File: src/rtl/mbist_pkg.sv
// mbist_pkg: shared FSM states, March C- element table and op helper for the BIST engine.
package mbist_pkg;
  typedef enum logic [1:0] {IDLE, RUN, DRAIN, DONE} state_t;
  typedef struct packed {
    logic rwbar;
    logic pol;
  } op_t;
  localparam int NUM_ELEM = 6;
  // Bit e of each vector describes march element e.
  localparam logic [NUM_ELEM-1:0] ELEM_DOWN = 6'b011000;
  localparam logic [NUM_ELEM-1:0] ELEM_TWO  = 6'b011110;
  localparam logic [NUM_ELEM-1:0] OP0_RD    = 6'b111110;
  localparam logic [NUM_ELEM-1:0] OP0_POL   = 6'b010100;
  localparam logic [NUM_ELEM-1:0] OP1_POL   = 6'b001010;
  function automatic op_t elem_op(input logic [2:0] e, input logic second);
    op_t o;
    o.rwbar = second ? 1'b0 : OP0_RD[e];
    o.pol   = second ? OP1_POL[e] : OP0_POL[e];
    return o;
  endfunction
endpackage

File: src/rtl/mbist_bg_gen.sv
// mbist_bg_gen: background index to data word; bg 0 is zeros, bit i of bg k is bit k-1 of i.
module mbist_bg_gen #(
  parameter int DATA_W = 8,
  parameter int BG_W   = 3
) (
  input  logic [BG_W-1:0]   bg_idx,
  output logic [DATA_W-1:0] bg_word
);
  for (genvar i = 0; i < DATA_W; i++) begin : g_bit
    localparam logic [31:0] IV = 32'(i);
    assign bg_word[i] = (bg_idx != '0) && IV[5'(bg_idx - 1'b1)];
  end
endmodule

File: src/rtl/mbist_march_engine.sv
// mbist_march_engine: March C- BIST sequencer over all backgrounds with pipelined compare,
// first-fail capture, saturating fail count and functional/BIST SRAM port mux.
module mbist_march_engine
  import mbist_pkg::*;
#(
  parameter int ADDR_W = 6,
  parameter int DATA_W = 8,
  parameter int NUM_BG = 4,
  parameter int CNT_W  = 8
) (
  input  logic                      clk,
  input  logic                      rst,
  input  logic                      start,
  input  logic                      abort,
  input  logic                      func_cs,
  input  logic                      func_rwbar,
  input  logic [ADDR_W-1:0]         func_addr,
  input  logic [DATA_W-1:0]         func_wdata,
  output logic                      mem_cs,
  output logic                      mem_rwbar,
  output logic [ADDR_W-1:0]         mem_addr,
  output logic [DATA_W-1:0]         mem_wdata,
  input  logic [DATA_W-1:0]         mem_rdata,
  output logic                      busy,
  output logic                      done,
  output logic                      pass,
  output logic [CNT_W-1:0]          fail_cnt,
  output logic [ADDR_W-1:0]         fail_addr,
  output logic [DATA_W-1:0]         fail_exp,
  output logic [DATA_W-1:0]         fail_act,
  output logic [2:0]                fail_elem,
  output logic [$clog2(NUM_BG):0]   fail_bg
);
  localparam int BG_W = $clog2(NUM_BG) + 1;
  state_t state_q, state_d;
  logic [ADDR_W-1:0] addr_q, addr_d, cmp_addr_q, cmp_addr_d, fail_addr_q, fail_addr_d;
  logic [2:0] elem_q, elem_d, elem_nx, cmp_elem_q, cmp_elem_d, fail_elem_q, fail_elem_d;
  logic [BG_W-1:0] bg_q, bg_d, cmp_bg_q, cmp_bg_d, fail_bg_q, fail_bg_d;
  logic [DATA_W-1:0] bg_word, exp_word, cmp_exp_q, cmp_exp_d, fail_exp_q, fail_exp_d, fail_act_q, fail_act_d;
  logic [CNT_W-1:0] fail_cnt_q, fail_cnt_d;
  logic op_q, op_d, cmp_vld_q, cmp_vld_d;
  logic down, last_op, last_addr, last_elem, last_bg, final_op, go, step, adv, miscmp, first;
  op_t op;
  mbist_bg_gen #(.DATA_W(DATA_W), .BG_W(BG_W)) u_bg (.bg_idx(bg_q), .bg_word(bg_word));
  always_comb begin
    op        = elem_op(elem_q, op_q);
    down      = ELEM_DOWN[elem_q];
    last_op   = op_q || !ELEM_TWO[elem_q];
    last_addr = addr_q == {ADDR_W{!down}};
    last_elem = elem_q == 3'(NUM_ELEM - 1);
    last_bg   = bg_q == BG_W'(NUM_BG - 1);
    final_op  = last_op && last_addr && last_elem && last_bg;
    elem_nx   = last_elem ? 3'd0 : elem_q + 3'd1;
    exp_word  = op.pol ? ~bg_word : bg_word;
    go        = start && !abort && (state_q == IDLE || state_q == DONE);
    step      = state_q == RUN && !abort;
    adv       = step && last_op && last_addr;
  end
  always_comb begin
    op_d        = step && !last_op;
    addr_d      = go ? '0 : !step || !last_op ? addr_q : !last_addr ? (down ? addr_q - 1'b1 : addr_q + 1'b1)
                : {ADDR_W{ELEM_DOWN[elem_nx]}};
    elem_d      = go ? '0 : adv ? elem_nx : elem_q;
    bg_d        = go ? '0 : adv && last_elem ? bg_q + 1'b1 : bg_q;
    cmp_vld_d   = step && op.rwbar;
    cmp_exp_d   = exp_word;
    cmp_addr_d  = addr_q;
    cmp_elem_d  = elem_q;
    cmp_bg_d    = bg_q;
    // An abort discards the compare that would have landed on that edge.
    miscmp      = cmp_vld_q && !abort && (mem_rdata != cmp_exp_q);
    first       = miscmp && fail_cnt_q == '0;
    fail_cnt_d  = go ? '0 : miscmp && fail_cnt_q != '1 ? fail_cnt_q + 1'b1 : fail_cnt_q;
    fail_addr_d = go ? '0 : first ? cmp_addr_q : fail_addr_q;
    fail_exp_d  = go ? '0 : first ? cmp_exp_q : fail_exp_q;
    fail_act_d  = go ? '0 : first ? mem_rdata : fail_act_q;
    fail_elem_d = go ? '0 : first ? cmp_elem_q : fail_elem_q;
    fail_bg_d   = go ? '0 : first ? cmp_bg_q : fail_bg_q;
  end
  always_ff @(posedge clk or posedge rst) begin
    if (rst) state_q <= IDLE;
    else state_q <= state_d;
  end
  always_comb begin
    state_d = go ? RUN
            : (state_q == RUN || state_q == DRAIN) && abort ? IDLE
            : state_q == RUN && final_op ? DRAIN
            : state_q == DRAIN ? DONE
            : state_q;
  end
  always_comb begin
    busy      = state_q == RUN || state_q == DRAIN;
    done      = state_q == DONE;
    pass      = done && fail_cnt_q == '0;
    mem_cs    = busy ? state_q == RUN : func_cs;
    mem_rwbar = busy ? op.rwbar || state_q == DRAIN : func_rwbar;
    mem_addr  = busy ? addr_q : func_addr;
    mem_wdata = busy ? exp_word : func_wdata;
  end
  always_ff @(posedge clk or posedge rst) begin
    if (rst) begin
      addr_q      <= '0;
      elem_q      <= '0;
      bg_q        <= '0;
      op_q        <= 1'b0;
      cmp_vld_q   <= 1'b0;
      cmp_exp_q   <= '0;
      cmp_addr_q  <= '0;
      cmp_elem_q  <= '0;
      cmp_bg_q    <= '0;
      fail_cnt_q  <= '0;
      fail_addr_q <= '0;
      fail_exp_q  <= '0;
      fail_act_q  <= '0;
      fail_elem_q <= '0;
      fail_bg_q   <= '0;
    end else begin
      addr_q      <= addr_d;
      elem_q      <= elem_d;
      bg_q        <= bg_d;
      op_q        <= op_d;
      cmp_vld_q   <= cmp_vld_d;
      cmp_exp_q   <= cmp_exp_d;
      cmp_addr_q  <= cmp_addr_d;
      cmp_elem_q  <= cmp_elem_d;
      cmp_bg_q    <= cmp_bg_d;
      fail_cnt_q  <= fail_cnt_d;
      fail_addr_q <= fail_addr_d;
      fail_exp_q  <= fail_exp_d;
      fail_act_q  <= fail_act_d;
      fail_elem_q <= fail_elem_d;
      fail_bg_q   <= fail_bg_d;
    end
  end
  assign fail_cnt  = fail_cnt_q;
  assign fail_addr = fail_addr_q;
  assign fail_exp  = fail_exp_q;
  assign fail_act  = fail_act_q;
  assign fail_elem = fail_elem_q;
  assign fail_bg   = fail_bg_q;
endmodule
File: config.mk
export PLATFORM = sky130hd
export DESIGN_NAME = mbist_march_engine
export DESIGN_NICKNAME = d
export VERILOG_FILES = /design/src/rtl/mbist_pkg.sv /design/src/rtl/mbist_bg_gen.sv /design/src/rtl/mbist_march_engine.sv
export SDC_FILE = /design/constraint.sdc
export NUM_CORES = 1
export LEC_CHECK = 0
export BUFFER_PORTS_ARGS = -buffer_cell sky130_fd_sc_hd__buf_2
export CORE_MARGIN = 3
export CORE_UTILIZATION = 55
export CTS_CLUSTER_DIAMETER = 40
export CTS_CLUSTER_SIZE = 8
export DETAILED_ROUTE_END_ITERATION = 10
export HOLD_SLACK_MARGIN = 0.02
export PLACE_DENSITY = 0.83
export SLEW_MARGIN = 25
export SYNTH_ARGS = -nofsm -noshare
export SYNTH_HDL_FRONTEND = slang
export SYNTH_SLANG_ARGS = --single-unit
File: constraint.sdc
create_clock -name clk -period 6.1 [get_ports clk]
set_input_delay 0.305 -clock clk [delete_from_list [all_inputs] [get_ports clk]]
set_output_delay 0.305 -clock clk [all_outputs]
set_load 0.03 [all_outputs]
== After elaboration in Yosys (flattened, before gate mapping) ==
Memory sizes are Yosys's and may differ from the RTL's.
Index checks and enable logic that the tools add are counted.

* Register bits after elaboration: 72
* ROM bits: 304
* Logic and storage cells: 139
* Memories kept: 14

{| class="wikitable"
|+ Memory list
! name !! words !! bits a word !! rd ports !! clocked after Yosys merged registers in !! wr ports !! line !! text
|-
| (no name shown) || 32 || 1 || 1 || 0 || 0 || mbist_bg_gen.sv:11 || <nowiki>assign bg_word[i] = (bg_idx != '0) && IV[5'(bg_idx - 1'b1)];</nowiki>
|-
| (no name shown) || 32 || 1 || 1 || 0 || 0 || mbist_bg_gen.sv:11 ||
|-
| (no name shown) || 32 || 1 || 1 || 0 || 0 || mbist_bg_gen.sv:11 ||
|-
| (no name shown) || 32 || 1 || 1 || 0 || 0 || mbist_bg_gen.sv:11 ||
|-
| (no name shown) || 32 || 1 || 1 || 0 || 0 || mbist_bg_gen.sv:11 ||
|-
| (no name shown) || 32 || 1 || 1 || 0 || 0 || mbist_bg_gen.sv:11 ||
|-
| 8 more memories || -- || -- || -- || -- || -- || -- ||
|}

* $add $sub $neg: 6
* $lt $le $gt $ge: 3
* Eq/ne operators: 9
* Multiplexer cells: 46
* Bitwise operators: 1
* Reductions and logical operators: 44

{| class="wikitable"
|+ Operators with widths
! cell !! count
|-
| two-way mux 8 bit || 8
|-
| two-way mux 6 bit || 7
|-
| two-way mux 3 bit || 9
|-
| logical AND 1 bit || 26
|-
| two-way mux 1 bit || 18
|-
| adder 8 x 1 -> 8 bit, second input constant || 1
|-
| zero test 8 bit || 1
|-
| < comparator 3 x 4 -> 1 bit, second input constant || 2
|-
| two-way mux 2 bit || 4
|-
| != test 8 bit || 1
|-
| != test 8 bit, second input constant || 1
|-
| inverter 8 bit || 1
|-
| nonzero test 2 bit || 4
|-
| adder 3 x 1 -> 3 bit, second input constant || 2
|-
| adder 6 x 1 -> 6 bit, second input constant || 1
|-
| equality test 6 bit || 1
|-
| < comparator 5 x 6 -> 1 bit, second input constant || 1
|-
| subtractor 6 x 1 -> 6 bit, second input constant || 1
|-
| zero test 1 bit || 5
|-
| logical OR 1 bit || 5
|-
| equality test 2 bit, second input constant || 2
|-
| nonzero test 4 bit || 1
|-
| subtractor 3 x 1 -> 4 bit, second input constant || 1
|-
| equality test 3 x 2 -> 1 bit, second input constant || 1
|-
| other kinds (5) || 5
|}

== Depth between registers and ports, before layout ==
* Depth in word-level cells: 11
* Depth in mapped cells: 9
* Mapped depth without buffers: 9

== Modules after synthesis ==
A second synthesis with hierarchy kept.

* Cells, all modules: 389
* Area total of the unflattened synthesis: 3946.3 sq um

{| class="wikitable"
|+ Modules (own cells, without submodules)
! module !! times used !! cells an instance !! area an instance (sq um) !! sequential area each (sq um)
|-
| mbist_march_engine || 1 || 364 || 3749.8 || 1801.7
|-
| mbist_bg_gen || 1 || 25 || 196.4 || 0.0
|}

== Worst setup path before layout ==
OpenSTA, ideal clock, no wires.

* Path kind: register to register
* Start: register elem_q[2], in the netlist cmp_elem_d[2]
* End: register bg_q[1]
* Library setup time: 0.132 ns
* Data arrival time: 2.213 ns
* Required time: 5.968 ns
* Path slack: 3.756 ns
* Stages on the path, launching flop included: 9
* Path buffers: 1
* Clock period less this slack: 2.344 ns
* Cell sequence: dfrtp_1 > buf_4 > mux2i_4 > ha_1 > nand4_2 > or4_4 > nor2_8 > mux2i_1 > nor2_2

* Cells in the longest elaborated chain, start to end: 8
* Elaborated cells on any way between the ends: 13

{| class="wikitable"
|+ RTL lines
! item !! line !! text
|-
| start, declared || mbist_march_engine.sv:37 || <nowiki>logic [2:0] elem_q, elem_d, elem_nx, cmp_elem_q, cmp_elem_d, fail_elem_q, fail_elem_d;</nowiki>
|-
| start signal, assigned || mbist_march_engine.sv:119 || <nowiki>elem_q <= elem_d;</nowiki>
|-
| parallel branches: the longest is 6 deep, another holds memory read (8 x 1 bit) || -- ||
|-
| logical AND 1 bit * || mbist_march_engine.sv:64 || <nowiki>bg_d = go ? '0 : adv && last_elem ? bg_q + 1'b1 : bg_q;</nowiki>
|-
| nonzero test 2 bit (no source line) * || -- ||
|-
| end signal, assigned || mbist_march_engine.sv:120 || <nowiki>bg_q <= bg_d;</nowiki>
|-
| end, declared || mbist_march_engine.sv:38 || <nowiki>logic [BG_W-1:0] bg_q, bg_d, cmp_bg_q, cmp_bg_d, fail_bg_q, fail_bg_d;</nowiki>
|}

Mark *: on every way between the ends. The select of a mux whose other input is x is not followed.
A chain may end at the register's enable or synchronous reset.

== Worst setup path in the final report ==
* Start: register bg_q[0]
* End: output port mem_wdata[6]

* Cells in the longest elaborated chain, start to end: 7
* Elaborated cells on any way between the ends: 8

{| class="wikitable"
|+ RTL lines
! item !! line !! text
|-
| subtractor 3 x 1 -> 4 bit || mbist_bg_gen.sv:11 ||
|-
| memory read (32 x 1 bit) || -- ||
|-
| two-way mux 1 bit (implied by the code) || mbist_bg_gen.sv:11 ||
|-
| logical AND 1 bit * || mbist_bg_gen.sv:11 ||
|-
| inverter 8 bit || mbist_march_engine.sv:54 || <nowiki>exp_word = op.pol ? ~bg_word : bg_word;</nowiki>
|-
| two-way mux 8 bit * || mbist_march_engine.sv:54 ||
|-
| net cmp_exp_d[6] || mbist_march_engine.sv:39 || <nowiki>logic [DATA_W-1:0] bg_word, exp_word, cmp_exp_q, cmp_exp_d, fail_exp_q, fail_exp_d, fail_act_q, fail_act_d;</nowiki>
|-
| two-way mux 8 bit * || mbist_march_engine.sv:98 || <nowiki>mem_wdata = busy ? exp_word : func_wdata;</nowiki>
|-
| end, declared || mbist_march_engine.sv:22 || <nowiki>output logic [DATA_W-1:0] mem_wdata,</nowiki>
|}

The timed path passes the listed nets; every way through them passes the cells marked *. The select of a mux whose other input is x is not followed.

==> metrics <==
status complete, no violations; antenna cells 0; Fmax achieved 348 MHz; hold_buf cts 0; DRT iter0 DRCs 176; Synth Instances 398; post-route ant nets 0; share of layout cells above drive strength 1 28.5%; largest net degree at the start of global routing 73; Initial Util 57.2%; I/O Pins 83; H-tree depth 3; Syn Nets 444; slew margin rel. 42.4%; Die W 90.3 um; die area 8150 um^2; arrival time worst endpoint 2.57 ns; Layout area overhead 17.2%; PwrDens 330 nW/um^2; # resized after CTS 0; Setup Skew 0.0101 ns; final worst path period need 2.88 ns; Syn. warnings 0; Req. time, crit path 5.79 ns; vias post-DR 3233; leakage power 2.28 nW; PortBufs 82; fin nets 518; crit-path max FO 7; final setup violation count 0; Setup CP Type reg2out; Max Slew Vio Count 0; core area 6830 um^2; DR WL/cell 15.0 um; Avg Inst Size Synth 9.81 um^2; Worst R2R End addr_q[5]; clk slew on worst S/H paths 0.08 ns; Seq/Total Area, Yosys 46.1%; CTS tree yes; Yosys reg bits 72; most common cell after layout, fill and taps aside buf_2; Vias/cell 5.64; count of clock tree sinks 72; main flop type after synthesis dfrtp_1; number of remaining DRC errors 0; vias in the first global route 3017; root buffer cell clkbuf_8; ys async rst share 100%; post-DP HPWL 5980 um; Slew @ Worst Pin 0.864 ns; max-cap violations 0; most frequent cells in the layout buf_2 (82), dfrtp_1 (72), nand2_1 (52), nand3_1 (35), o21ai_1 (29); flop2flop setup slack 3.39 ns; r2r startpoint cmp_elem_d[2]; DR pass1 iterations 4; Fin. Hold Viols 0; synthesized cell area 3900 um^2; first-pass GRT wire length 14400 um; Post-CTS Setup Inserts 0; Tcrit/Tclk final 47.2%; Setup crit start kind register; number of synthesized flops with an enable pin 0; start point of the critical path bg_q[0]; Setup crit end mem_wdata[6]; initial antenna violation count 0; GRT Util Overall 21.9%; RePlAce Congestion 0.840; Hold Crit Class in2async; Cell variety after synth 65; Worst-Skew Late Latency 0.35 ns; CTS buffer count 9; Max clock buf depth 2; crit path capture type output port; total grt overflow 0; total power 1.51 mW; Post-Route Setup TNS 0 ns; VDD IR max 0.315 mV; detailed-route wire length 8570 um; RSZ-0062 raised after global routing false; Die Height 90.3 um; Rows 30; R2R cell count 7
## through the flow
stage | instances | area, um^2 | setup WS, ns | util, % | hold WS (ns)
detailed placement | 557 | 4350 | 3.43 | 63.7 | 0.412
CTS | 573 | 4570 | 3.21 | 66.9 | 0.195
global route | 573 | 4580 | 3.05 | 67.0 | 0.208
finish | 573 | 4580 | 3.22 | 67.0 | 0.208
floorplan | 398 | 3910 | 3.76 | - | 0.374
global placement | 557 | 4350 | 3.56 | 63.7 | 0.408
## report_power, final
part | switching (mW) | internal (mW)
Sequential | 0.0265 | 0.503
Combinational | 0.382 | 0.176
Clock | 0.180 | 0.241
## Yosys cell counts (all sizes together) (4+ instances only)
cell type  instances  area (um^2)
xor2              13          114
inv               16         60.1
nor2              16         91.3
nand2             55          211
a21oi             14         70.1
nand3             35          175
clkbuf            12         45.0
o21ai             46          241
or3                6         37.5
and3               5         31.3
ha                17          213
mux2              13          146
buf                9         66.3
nor3               5         25.0
xnor2              4         35.0
a211oi             6         55.1
dfrtp             72         1800
## area by class of cell
cell class | instances | area [um^2]
Timing Repair Buffer | 84 | 425
Sequential cell | 72 | 1800
Tap cell | 96 | 120
Clock buffer | 11 | 141
Multi-Input combinational cell | 289 | 1950
Inverter | 16 | 60.1
Clock inverter | 5 | 80.1
Fill cell | 548 | 2260
## metal layers
layer	vias to the layer above	part of all wire, %	global-route usage, %
met3	21	5.5	4.42
met4	0	2.5	12.4
met5	-	0	0
met2	106	48	33.0
li1	1548	-	-
met1	1558	44	29.7
## cell families (layout without fill, tap and decap cells)
kind of cell / Yosys count / in the layout / synth area share, %
AOI/OAI and AO/OA: 93 / 93 / 15.6
DFF: 72 / 72 / 46.1
buffers and inverters: 37 / 116 / 4.39
xor gates and xnor gates: 17 / 17 / 3.81
and+or+nand+nor: 145 / 145 / 19.3
adders and majority gates: 18 / 18 / 5.96
muxes: 16 / 16 / 4.84
## worst max-delay path: stages, from the launching register on
cell	delay, ns
dfrtp_1	0.48
inv_1	0.14
ha_1	0.21
inv_1	0.05
ha_1	0.23
a21oi_1	0.29
o21ai_0	0.18
xor2_1	0.18
mux2_2	0.28
buf_2	0.18
## flip-flops by register name, summed over array words and instances (netlist names)
| register | count |
|---|---|
| fail_exp | 8 |
| fail_elem | 3 |
| cmp_bg_q | 3 |
| op_q | 1 |
| fail_addr | 6 |
| cmp_elem_q | 3 |
| fail_act | 8 |
| fail_bg | 3 |
| state_q | 2 |
| fail_cnt | 8 |
| cmp_exp_q | 8 |
| cmp_elem_d | 3 |
| addr_q | 6 |
| cmp_vld_q | 1 |
| cmp_addr_q | 6 |
| bg_q | 3 |
## worst min-delay path by stage
stage,to,slack [ns],depth (start not counted)
floorplan,cmp_addr_q[0],0.37,0
global placement,cmp_bg_q[2],0.41,0
detailed placement,cmp_bg_q[2],0.41,0
CTS,fail_act[0],0.19,3
global route,fail_act[5],0.21,3
finish,fail_addr[5],0.21,3
Note: power is estimated with default switching activity, not from simulation.
